[config.mk]
export PLATFORM = sky130hd
export DESIGN_NAME = serial_adder_ctrl
export DESIGN_NICKNAME = d
export VERILOG_FILES = /design/src/rtl/serial_adder_ctrl.sv
export SDC_FILE = /design/constraint.sdc
export NUM_CORES = 1
export LEC_CHECK = 0
export ABC_CLOCK_PERIOD_IN_PS = 1880
export CAP_MARGIN = 25
export CORE_ASPECT_RATIO = 1.5
export CORE_UTILIZATION = 32
export DETAILED_ROUTE_END_ITERATION = 16
export GPL_ROUTABILITY_DRIVEN = 1
export GPL_TIMING_DRIVEN = 0
export PLACE_DENSITY_LB_ADDON = 0.15
export SLEW_MARGIN = 40
export SYNTH_ARGS = -nofsm -noshare
export SYNTH_HDL_FRONTEND = slang
export SYNTH_SLANG_ARGS = --single-unit
export TNS_END_PERCENT = 30
[constraint.sdc]
create_clock -name clk -period 1.88 [get_ports clk]
set_input_delay 0.188 -clock clk [delete_from_list [all_inputs] [get_ports clk]]
set_output_delay 0.188 -clock clk [all_outputs]
set_load 0.01 [all_outputs]
[src/rtl/serial_adder_ctrl.sv]
// Bit-serial adder: one full-adder cell and a registered carry, LSB first, one bit per clock.
// Result is held in registered sum/cout and announced with a single-cycle done pulse.
module serial_adder_ctrl #(
  parameter int unsigned WIDTH = 8
) (
  input  logic             clk,
  input  logic             rst,
  input  logic             start,
  input  logic [WIDTH-1:0] a,
  input  logic [WIDTH-1:0] b,
  input  logic             cin,
  output logic             busy,
  output logic             done,
  output logic [WIDTH-1:0] sum,
  output logic             cout
);

  localparam int unsigned CntW = $clog2(WIDTH) + 1;
  localparam logic [CntW-1:0] LastBit = CntW'(WIDTH - 1);

  typedef enum logic [1:0] {StIdle, StShift, StDone} state_e;

  state_e           state_q, state_d;
  logic [WIDTH-1:0] shift_a_q, shift_a_d;
  logic [WIDTH-1:0] shift_b_q, shift_b_d;
  logic [WIDTH-1:0] acc_q, acc_d;
  logic             carry_q, carry_d;
  logic [CntW-1:0]  cnt_q, cnt_d;
  logic [WIDTH-1:0] sum_q, sum_d;
  logic             cout_q, cout_d;
  logic             busy_q, busy_d;
  logic             done_q, done_d;

  logic bit_s;
  logic bit_c;

  assign bit_s = shift_a_q[0] ^ shift_b_q[0] ^ carry_q;
  assign bit_c = (shift_a_q[0] & shift_b_q[0]) | (shift_a_q[0] & carry_q) |
                 (shift_b_q[0] & carry_q);

  always_comb begin
    state_d   = state_q;
    shift_a_d = shift_a_q;
    shift_b_d = shift_b_q;
    acc_d     = acc_q;
    carry_d   = carry_q;
    cnt_d     = cnt_q;
    sum_d     = sum_q;
    cout_d    = cout_q;
    busy_d    = busy_q;
    done_d    = 1'b0;

    unique case (state_q)
      StIdle: begin
        if (start) begin
          shift_a_d = a;
          shift_b_d = b;
          carry_d   = cin;
          cnt_d     = '0;
          busy_d    = 1'b1;
          state_d   = StShift;
        end
      end
      StShift: begin
        carry_d   = bit_c;
        shift_a_d = {1'b0, shift_a_q[WIDTH-1:1]};
        shift_b_d = {1'b0, shift_b_q[WIDTH-1:1]};
        acc_d     = {bit_s, acc_q[WIDTH-1:1]};
        cnt_d     = cnt_q + 1'b1;
        if (cnt_q == LastBit) begin
          // Final bit: publish the freshly completed accumulator, not acc_q.
          sum_d   = {bit_s, acc_q[WIDTH-1:1]};
          cout_d  = bit_c;
          done_d  = 1'b1;
          busy_d  = 1'b0;
          state_d = StDone;
        end
      end
      StDone: begin
        state_d = StIdle;
      end
      default: begin
        state_d = StIdle;
        busy_d  = 1'b0;
      end
    endcase
  end

  always_ff @(posedge clk or posedge rst) begin
    if (rst) begin
      state_q   <= StIdle;
      shift_a_q <= '0;
      shift_b_q <= '0;
      acc_q     <= '0;
      carry_q   <= 1'b0;
      cnt_q     <= '0;
      sum_q     <= '0;
      cout_q    <= 1'b0;
      busy_q    <= 1'b0;
      done_q    <= 1'b0;
    end else begin
      state_q   <= state_d;
      shift_a_q <= shift_a_d;
      shift_b_q <= shift_b_d;
      acc_q     <= acc_d;
      carry_q   <= carry_d;
      cnt_q     <= cnt_d;
      sum_q     <= sum_d;
      cout_q    <= cout_d;
      busy_q    <= busy_d;
      done_q    <= done_d;
    end
  end

  assign busy = busy_q;
  assign done = done_q;
  assign sum  = sum_q;
  assign cout = cout_q;

endmodule

==> results of run 1 <==
flip-flops by register name, summed over array words and instances (netlist names):
signal	count
cout	1
state_q	2
shift_a_q	8
busy	1
acc_q	7
shift_b_q	8
carry_q	1
done	1
cnt_q	4
sum	8
layer usage:
layer  global-route usage (%)  share of wire (%)
met5                        0                  0
met4                     5.68                1.1
met3                     3.86                4.1
met2                     22.5                 50
met1                     15.3                 45
worst max-delay path, cell delays in order (launching register included):
cell and delay (ns):
dfrtp_1 0.42, ha_1 0.23, and3b_1 0.23, and2_4 0.18, buf_12 0.14, mux2_4 0.29
final timing paths:
path	slack [ns]	cells past startpoint	to	startpoint
min in group clk	0.49	1	busy	busy
setup / recovery	0.27	5	sum[2]	cnt_q[0]
hold / removal	0.29	2	shift_b_q[4]	rst
max in group asynchronous	1.23	2	sum[0]	rst
setup reg to reg	0.27	5	sum[2]	cnt_q[0]
hold reg to reg	0.49	1	busy	busy
final cells by class:
cell class                 count  area (um2)
clock buffer                   7        96.3
timing repair buffer          30         300
tap                           70        87.6
inverter                       1        6.26
multi-input combinational    111         733
buffer                        10        67.6
sequential                    41        1030
clock inverter                 1        5.00
fill                         545        3170
where the power goes:
part           total [uW]  internal [uW]  switching (uW)
Combinational        1440            760             684
Clock                 622            332             290
Sequential           1480           1250             238
Total                3550           2340            1210
cells in the final DEF, fill, tap and decap left out, types with 5 or more instances in the layout:
master / instances
and3b_1: 7
mux2_4: 9
a22oi_1: 9
dfrtp_1: 41
buf_2: 5
clkdlybuf4s50_1: 30
nor2b_1: 7
a21oi_1: 11
clkbuf_8: 7
nand2_1: 34
o21ai_0: 15
per-stage QoR:
stage | cell area (um2) | total power (uW) | instances | hold WS [ns] | worst slack, ns
after floorplan | 1830 | 2440 | 163 | 0.321 | 0.388
after global placement | 2220 | 2900 | 263 | 0.462 | -0.119
after detailed placement | 2220 | 2960 | 263 | 0.468 | 0.271
after CTS | 2320 | 3600 | 271 | 0.306 | 0.264
after global routing | 2320 | 3830 | 271 | 0.335 | 0.199
final | 2320 | 3550 | 271 | 0.291 | 0.272
cells by family (layout without fill, tap and decap cells):
group / Yosys count / count (layout) / synth area share, %
simple gates: 55 / 55 / 15.1
compound gates: 44 / 44 / 15.2
flops: 41 / 41 / 56.0
buf+inv: 11 / 49 / 3.90
mux: 10 / 10 / 8.00
fa+ha+maj: 2 / 2 / 1.78
==> results.md, run 1 <==
- Setup Buffers After CTS: 0
- Tmin final: 1.61 ns
- VDD IR max: 0.000598 V
- Syn Inst Count: approximately 160
- Top cells by area, synth: dfrtp_1 (56%), mux2_4 (7.4%), nand2_1 (7.0%)
- Initial antenna violation count: 0
- Die Height: between 90 and 100 um
- HPWL after DPL: 2550 um
- Synth cell types: 27
- Final Cycle Share: between 80 and 90%
- Clock skew: roughly 0.0060 ns
- Crit path required time: 2.05 ns
- Syn avg cell area: 11.2 um2
- PwrDens: 1530 nW/um2
- Drt pass-1 iters: 4
- Worst EP arrival: 1.78 ns
- Post-synth top flop: dfrtp_1
- CP Launch Type: flop
- Kind of critical path: reg -> reg
- CP endpoint kind: flop
- Highest clock rate: a little over 600 MHz
- Worst-Margin Slew: 0.507 ns
- CP max FO: 10
- Gr ovfl total: 0
- Clock Sinks: 41
- Maxcap violations: 0
- CTS tree: done
- CTS Buf Count: 5
- Post-synth top cells: dfrtp_1 (41), nand2_1 (34), o21ai_0 (15), a21oi_1 (11)
- Yosys top cell area share: a little under three fifths
- Clock latency on the worst-skew pair: 0.28 ns
- Die ar.: 6030 um2
- RSZ-0062 raised after global routing: no
- I/O pin count: 31
- CTS root buffer: clkbuf_8
- Post-route DRC violation count: 0
- Wire length per cell: 13.3 um
- Die X-Extent: approximately 64 um
- Initial DRC count: 32
- Detail Route Antenna Nets: 0
- Initial Util: 33.3%
- Syn_nets: between 150 and 200
- Hold Fails Final Rpt: 0
- Post-synth EDFFs: 0
- Yosys warns: 0
- Overall Global Routing Usage: 13.2%
- Fin nets: 222
- Largest net degree at the start of global routing: 42
- Share of cells above drive strength 1: 14.9%
- # rows: 33
- Synthesis-to-finish area growth: 26.9%
- Antenna cells: 0
- CTS Buffer Depth: 2
- Sequential area share after synthesis: between 50% and 60%
- Seq cells post-synth: 41
- Leakage: 0.00106 uW
- Most frequent cell after synthesis: dfrtp_1
- First-pass GRT wire length: 6100 um
- PostCTS Resize Cnt: 0
- Routed vias: between 1000 and 1500
- Min-delay worst type: in -> async
- Mapped cell area: 1830 um2
- Number of global-route vias before repair: 1340
- # H-tree levels: 2
- RePlAce Congestion: 0.686
- Utilization after layout: 42.3%
- Vias per cell: 4.92
- WL final: about 3600 um
- Slew Limit Fails: 0
- Clock slew at reported path FFs: 0.08 ns
- I/O Buffers: 30
- Core area: 5490 um2
- Status: finished, final reports clean
- Worst slew margin: 66.2%
- Total Neg Setup Slack: 0 ns
- Hold_buf cts: 0
- Setup Viol. Count Final: 0
- Post-synth ARST share: 100%
- Largest area contributor in the netlist: dfrtp_1
No activity file was read; power rests on OpenSTA's default activity.
==> inputs of run 2 (changes only) <==
- MAX_ROUTING_LAYER: not set -> met4
==> results.md, run 2 (same netlist as run 1, synthesis figures left out) <==
- CTS Buffer Depth: 2 (unchanged)
- Initial antenna violation count: 0 (unchanged)
- Setup Viol. Count Final: 0 (unchanged)
- I/O pin count: 31 (unchanged)
- VDD IR max: 0.000598 V (unchanged)
- Clock Sinks: 41 (unchanged)
- HPWL after DPL: 2550 um (unchanged)
- WL final: 3620 um (unchanged)
- CP Depth: 5 (unchanged)
- CP endpoint kind: flop
- Met3 Use GR: 3.86% (unchanged)
- Slew Limit Fails: 0 (unchanged)
- Fin nets: 222 (unchanged)
- Crit path required time: 2.05 ns (about the same)
- Commonest non-fill, non-tap cell in the layout: dfrtp_1
- PwrDens: 1530 nW/um2 (about the same)
- Detail Route Antenna Nets: 0 (unchanged)
- Final Cycle Share: 85.5% (about the same)
- Hold Fails Final Rpt: 0 (unchanged)
- Core area: 5490 um2 (unchanged)
- Clock slew at reported path FFs: 0.08 ns (about the same)
- Die X-Extent: 63.8 um (unchanged)
- Placed Area: 2220 um2 (unchanged)
- WP buf/inv: 1 (unchanged)
- Met1 Usage GRT: 15.3% (unchanged)
- Status: finished, final reports clean
- Crit path cell chain: ha_1 > and3b_1 > and2_4 > buf_12 > mux2_4
- # H-tree levels: 2 (unchanged)
- CTS root buffer: clkbuf_8
- CTS tree: done
- RSZ-0062 raised after global routing: no
- Drt pass-1 iters: 4 (unchanged)
- Overall Global Routing Usage: 13.6% (+0.39 points)
- Kind of critical path: reg -> reg
- CTS Buf Count: 5 (unchanged)
- # rows: 33 (unchanged)
- Crit path largest cell delay: 0.42 ns (about the same)
- PostCTS Resize Cnt: 0 (unchanged)
- Worst slew margin: 66.2% (about the same)
- FF-to-FF path depth: 5 (unchanged)
- I/O Buffers: 30 (unchanged)
- Maxcap violations: 0 (unchanged)
- Largest net degree at the start of global routing: 42 (unchanged)
- Die ar.: 6030 um2 (unchanged)
- Wire length per cell: 13.3 um (unchanged)
- First-pass GRT wire length: 6100 um (unchanged)
- RePlAce Congestion: 0.693 (+1.0%)
- Final Non-Filler Cells: 271 (unchanged)
- Worst EP arrival: 1.78 ns (about the same)
- Clock skew: 0.00602 ns (unchanged)
- Highest clock rate: 622 MHz (about the same)
- Total Neg Setup Slack: 0 ns (unchanged)
- Initial DRC count: 31 (-3.1%)
- Initial Util: 33.3% (unchanged)
- Inst Count DP: 263 (unchanged)
- Layer with the highest usage: met2
- Tmin final: 1.61 ns (-0.0000890 ns)
- Worst-Margin Slew: 0.507 ns (+0.00000352 ns)
- Share of cells above drive strength 1: 14.9% (unchanged)
- Hold_buf cts: 0 (unchanged)
- Gr ovfl total: 0 (unchanged)
- Die Height: 94.6 um (unchanged)
- Fin area: 2320 um2 (unchanged)
- CP max FO: 10 (unchanged)
- Filler cell count: 545 (unchanged)
- Most frequent cells in the layout: dfrtp_1 (41), nand2_1 (34), clkdlybuf4s50_1 (30)
- Routed vias: 1334 (unchanged)
- Vias per cell: 4.92 (unchanged)
- R2r setup slk: 0.27 ns (about the same)
- Met2 usage in global routing: 22.5% (unchanged)
- Total power: 3550 uW (about the same)
- Number of global-route vias before repair: 1340 (unchanged)
- Leakage: 0.00106 uW (unchanged)
- Synthesis-to-finish area growth: 26.9% (unchanged)
- Setup Buffers After CTS: 0 (unchanged)
- Min-delay worst type: in -> async
- Utilization after layout: 42.3% (unchanged)
- Post-route DRC violation count: 0 (unchanged)
- Clock latency on the worst-skew pair: 0.28 ns (about the same)
- CP max-delay cell: dfrtp_1
- Antenna cells: 0 (unchanged)
- CP Launch Type: flop
- Crit path max-delay family: flip-flops
[run 2: cell counts in the layout (fill, tap and decap cells not counted)]
No cell type changed its count.
[run 2: through the flow]
stage                     worst slack, ns  hold WS, ns
after global routing                0.199        0.335
after floorplan                     0.388        0.321
after detailed placement            0.271        0.468
final                               0.272        0.291
after CTS                           0.264        0.306
after global placement             -0.119        0.462
[run 2: power by group]
group	switching, uW	leakage [uW]	internal (uW)
Clock	290	0.0000542	332
Combinational	684	0.000477	760
Sequential	238	0.000531	1250
Total	1210	0.00106	2340
[run 2: path summary, 6_finish.rpt]
check,from,to
setup / recovery,cnt_q[0],sum[2]
hold / removal,rst,shift_b_q[4]
setup reg to reg,cnt_q[0],sum[2]
hold reg to reg,busy,busy
max in group asynchronous,rst,sum[0]
min in group clk,busy,busy
[run 2: final cells by class]
cell class / count / area, um2 / share of cell area [%]
Clock buffer: 7 / 96.3 / 4.15
Sequential cell: 41 / 1030 / 44.2
Buffer: 10 / 67.6 / 2.91
Clock inverter: 1 / 5.00 / 0.216
Timing Repair Buffer: 30 / 300 / 12.9
Multi-Input combinational cell: 111 / 733 / 31.6
Tap cell: 70 / 87.6 / 3.77
Inverter: 1 / 6.26 / 0.269
[run 2: layer usage]
layer,routed length (um),part of all wire (%)
met5,0,0
met4,41,1.1
met3,149,4.1
met2,1800,50
met1,1620,45
